File: config.mk
export PLATFORM = sky130hd
export DESIGN_NAME = regfile_wb_arbiter
export DESIGN_NICKNAME = d
export VERILOG_FILES = /design/src/rtl/regfile_wb_arbiter.sv
export SDC_FILE = /design/constraint.sdc
export NUM_CORES = 1
export LEC_CHECK = 0
export ABC_AREA = 0
export CORE_MARGIN = 4
export CORE_UTILIZATION = 30
export CTS_BUF_LIST = sky130_fd_sc_hd__clkbuf_16
export DETAILED_ROUTE_END_ITERATION = 8
export GPL_TIMING_DRIVEN = 1
export PLACE_DENSITY = 0.74
export SETUP_SLACK_MARGIN = 0.5
export SLEW_MARGIN = 40
export SYNTH_ARGS = -nofsm -noshare
export SYNTH_HDL_FRONTEND = slang
export SYNTH_SLANG_ARGS = --single-unit
File: constraint.sdc
create_clock -name CLK -period 3.15 [get_ports CLK]
set_input_delay 0.63 -clock CLK [delete_from_list [all_inputs] [get_ports CLK]]
set_output_delay 0.63 -clock CLK [all_outputs]
set_load 0.01 [all_outputs]
File: src/rtl/regfile_wb_arbiter.sv
// regfile_wb_arbiter: shares the register-file write port between A (ALU/load) and B (mult/div) with a starvation guard for B
module regfile_wb_arbiter #(
   parameter int DATA_W       = 32,
   parameter int ADDR_W       = 5,
   parameter int STARVE_LIMIT = 4
) (
   input  logic              CLK,
   input  logic              reset,
   input  logic              a_req,
   input  logic [ADDR_W-1:0] a_addr,
   input  logic [DATA_W-1:0] a_data,
   output logic              a_gnt,
   input  logic              b_req,
   input  logic [ADDR_W-1:0] b_addr,
   input  logic [DATA_W-1:0] b_data,
   output logic              b_gnt,
   output logic              wr_en,
   output logic [ADDR_W-1:0] wr_addr,
   output logic [DATA_W-1:0] wr_data,
   output logic              b_forced
);
   localparam int CW = $clog2(STARVE_LIMIT + 1);
   localparam logic [CW-1:0] LIMIT = CW'(STARVE_LIMIT);
   typedef enum logic {A_PRIO, FORCE_B} state_t;
   state_t            state, state_nxt;
   logic [CW-1:0]     starve_cnt, cnt_nxt;
   logic              b_lose, xfer;
   logic [ADDR_W-1:0] sel_addr;
   logic [DATA_W-1:0] sel_data;
   // Grants depend only on requests and FSM state; B counts a loss only while A holds priority
   always_comb begin
      a_gnt     = ~reset & a_req & (state == A_PRIO | ~b_req);
      b_gnt     = ~reset & b_req & (state == FORCE_B | ~a_req);
      b_lose    = state == A_PRIO & a_req & b_req;
      cnt_nxt   = b_lose ? (starve_cnt == LIMIT ? LIMIT : starve_cnt + 1'b1) : '0;
      state_nxt = state == A_PRIO && cnt_nxt == LIMIT ? FORCE_B : A_PRIO;
      xfer      = a_gnt | b_gnt;
      sel_addr  = b_gnt ? b_addr : a_addr;
      sel_data  = b_gnt ? b_data : a_data;
   end
   // FSM, starvation counter and registered write port; index 0 is consumed without a write
   always_ff @(posedge CLK) begin
      if (reset) begin
         state      <= A_PRIO;
         starve_cnt <= '0;
         b_forced   <= 1'b0;
         wr_en      <= 1'b0;
         wr_addr    <= '0;
         wr_data    <= '0;
      end else begin
         state      <= state_nxt;
         starve_cnt <= cnt_nxt;
         b_forced   <= state_nxt == FORCE_B;
         wr_en      <= xfer & |sel_addr;
         if (xfer) begin
            wr_addr <= sel_addr;
            wr_data <= sel_data;
         end
      end
   end
endmodule

# Word-level counts from Yosys, hierarchy flattened
# Cells that the tools add are included.
# classes
add_sub_neg,1
n_eq_ne,2
mux,5
bitwise_logic,14
n_reduce_logical,2
# op_table
op,count
$mux W32,1
$and A1 B1 Y1,7
$eq A3 B3 Y1 const B,2
$mux W3,2
$mux W5,1
$reduce_or A5 Y1,1
$not A1 Y1,4
$add A3 B1 Y3 const B,1
$or A1 B1 Y1,3
$logic_and A1 B1 Y1,1
$mux W1,1
# word_totals
reg_bits,42
inputBits,78
out_inout_bits,41
word_cells,29

# Longest topological paths before layout
# logic_depth
depth_word,7
ltp_mapped,5
ltp_nobuf,5

# Worst setup path before layout
# OpenSTA, ideal clock, no wires.
# synth_timing
kind,input port to output port
startpoint,input reset
endpoint,output a_gnt
t_arrival_ns,1.448
t_required_ns,2.520
setup_slack_ns,1.072
stages,4
path_buffers,1
cell_sequence,nand2b_1 > nor2_1 > clkbuf_1 > nor2_1
# synth_via
elab_chain_len,3
# synth_lines
item,line,source
from (decl),8,"input logic reset,"
$not A1 Y1,32,a_gnt = ~reset & a_req & (state == A_PRIO | ~b_req);
$and A1 B1 Y1 (2 in a row),32,
to (decl),12,"output logic a_gnt,"
# Every way passes these cells.

# Final worst setup path
# Ends and elaborated chain as after synthesis.

==> qor.yml <==
max-slew-margin-rel: 0.5053
num_rows: 29
power.density_nw_per_um2: 409.1
synth_edf_count: 0
startpoint_type: "input pin"
first_pass_iters: 6
synth_nets: 281
multi_input_area_sq_um: 867.1
cts_tree: "yes"
start_util: 0.3090
synth_compound_area_frac: 0.3680
max-vdd-ir-drop_uv: 255.1
hold_viol: 0
min_period_ns: 2.484
globalRouteTotalUtil: 0.1635
r2r_cells: 4
slew_violations: 0
maxCapViolations: 0
synth_commonest_cells: "dfxtp_1 (42), inv_1 (40), a2111oi_0 (37), a221o_1 (37), clkbuf_1 (15)"
cts.sinks: 42
insertion_delay_ns: 0.28
hold_start: "wr_data[24]"
antenna_found_initial: 0
yosysUniqueCellTypes: 24
synth-xor-area-share: 0
cts_hold_buf: 0
yosysTopAreaCellShare: 0.4286
core_area_sq_um: 6350
clockBufferDepth: 2
postCtsSetupRepairBufs: 0
place_congestion: 0.7416
overflow: 0
worst_pin_slew_ns: 0.7396
root_buffer: "clkbuf_16"
io_buffers: 118
syn_area_per_cell_sq_um: 9.761
yosys_warnings: 0
finalWirelength_um: 6444
grt_first_pass_wirelength_um: 10160
status: "complete, no violations"
hp-class: "reg2reg"
synthCells: 201
synth-simple-area-share: 0.05293
async_reset_ff_frac: 0
synth_top_family_by_area: "compound AO/OA/AOI/OAI gates"
yosysSeqAreaShare: 0.4286
diodes: 0
viasPerCell: 5.384
dp_hpwl_um: 4648
endpoint_kind: "primary output"
rsz0062_at_grt: "no"
dieHeight_um: 88.87
tns_ns: 0
ff2ff_setup_slack_ns: 1.75
synth_most_common_cell: "dfxtp_1"
yosysTopAreaCell: "dfxtp_1"
syn2layout_area_growth_pct: 69.90
drive_above_1_share: 0.05466
worst-setup-path-type: "in2out"
finalCritPeriodShare: 0.7886
drt-initial-drc-count: 85
arrival_ns: 1.85
ant_nets: 0
synth_area_sq_um: 1962
cts.clk_slew.worst_paths_ns: 0.06
htreeDepth: 2
synth_flop_cell: "dfxtp_1"
regArea_sq_um: 840.8
num_vias: 2089
min_delay_path_depth: 1
fmax_ghz: 0.4026
pin_count: 119
synth-seq-cells: 42
fillerInstances: 573
cp_data_required_time_ns: 2.52
route.detailed.drc: 0
die_w_um: 88.87
layout.nets: 392
grt_max_degree: 40
die_area_sq_um: 7897
timing.rr.end: "wr_data[3]"
wl_per_cell_um: 16.61
numCtsBuffers: 5
holdPathEnd: "wr_data[24]"
power.total_mw: 1.364
grt_pass1_vias: 2089
leakage_nw: 1.326
clock_skew_ns: 0.006025
cp_max_fo: 20
synth_fa_ha_area_frac: 0.01276
muxShareOfSynthArea: 0
synth.area.top_cells: "dfxtp_1 (43%), a221o_1 (19%), a2111oi_0 (17%), inv_1 (7.7%), clkbuf_1 (2.9%)"
setup_viol: 0
rr_startpoint: "state"
metal layers:
metal,track usage,up-vias,part of all wire
met1,0.2092,990,0.42
met2,0.2665,80,0.49
met3,0.04469,11,0.077
met4,0.05220,0,0.017
met5,0,-,0
li1,-,1008,-
layout make-up:
| class | instances | area share |
|---|---|---|
| Clock buffer | 5 | 0.03754 |
| Clock inverter | 1 | 0.001126 |
| Inverter | 41 | 0.04617 |
| Multi-Input combinational cell | 96 | 0.2601 |
| Sequential cell | 42 | 0.2523 |
| Tap cell | 77 | 0.02890 |
| Timing Repair Buffer | 126 | 0.3739 |
critical path, cell delays in order:
cell	delay (ns)
clkdlybuf4s50_1	0.52
buf_6	0.20
o21bai_1	0.16
nor2_1	0.06
dlygate4sd2_1	0.28
state kept, by name, summed over array words and instances, names as in the netlist:
name / cells
state: 1
wr_en: 1
wr_data: 32
wr_addr: 5
starve_cnt: 3
through the flow:
stage	hold WS [ns]	util	std cells	area, sq um	setup WS, ns
after detailed placement	0.4713	0.5034	382	3197	0.3951
after global placement	0.4688	0.5034	382	3197	0.4250
after global routing	0.4984	0.5249	388	3333	0.6093
final	0.4887	0.5249	388	3333	0.6658
after CTS	0.4883	0.5241	388	3328	0.4947
after floorplan	0.4894	-	201	1962	1.072
logic make-up (layout without fill, tap and decap cells):
logic type | count (synthesis) | after routing
buf+inv | 63 | 173
simple gates | 16 | 16
compound gates | 78 | 78
fa+ha+maj | 2 | 2
flops | 42 | 42
report_power, final:
group          internal [mW]  switching [mW]
Sequential             0.569          0.0209
Clock                  0.282           0.198
Combinational          0.187           0.107
Total                   1.04           0.326
repair_timing:
item | in CTS | in global routing
pin swaps | 0 | 0
endpoints found under the setup margin | 1 | 1
gates resized for setup | 2 | 2
layout by cell type (no fill, tap or decap), types with 2 or more instances in the layout:
master	n
a2111oi_0	37
nor2_1	3
clkdlybuf4s50_1	116
a221o_1	37
buf_4	7
dfxtp_1	42
nor4_1	2
inv_1	40
ha_1	2
o211ai_1	2
clkbuf_16	5
how the worst max path moves through the flow:
| stage | startpoint | endpoint | depth (start not counted) |
|---|---|---|---|
| finish | reset | a_gnt | 5 |
| floorplan | reset | a_gnt | 4 |
| CTS | reset | b_gnt | 4 |
| global placement | reset | a_gnt | 5 |
| global route | reset | a_gnt | 5 |
| detailed placement | reset | a_gnt | 5 |
(Power assumes the default switching activity.)
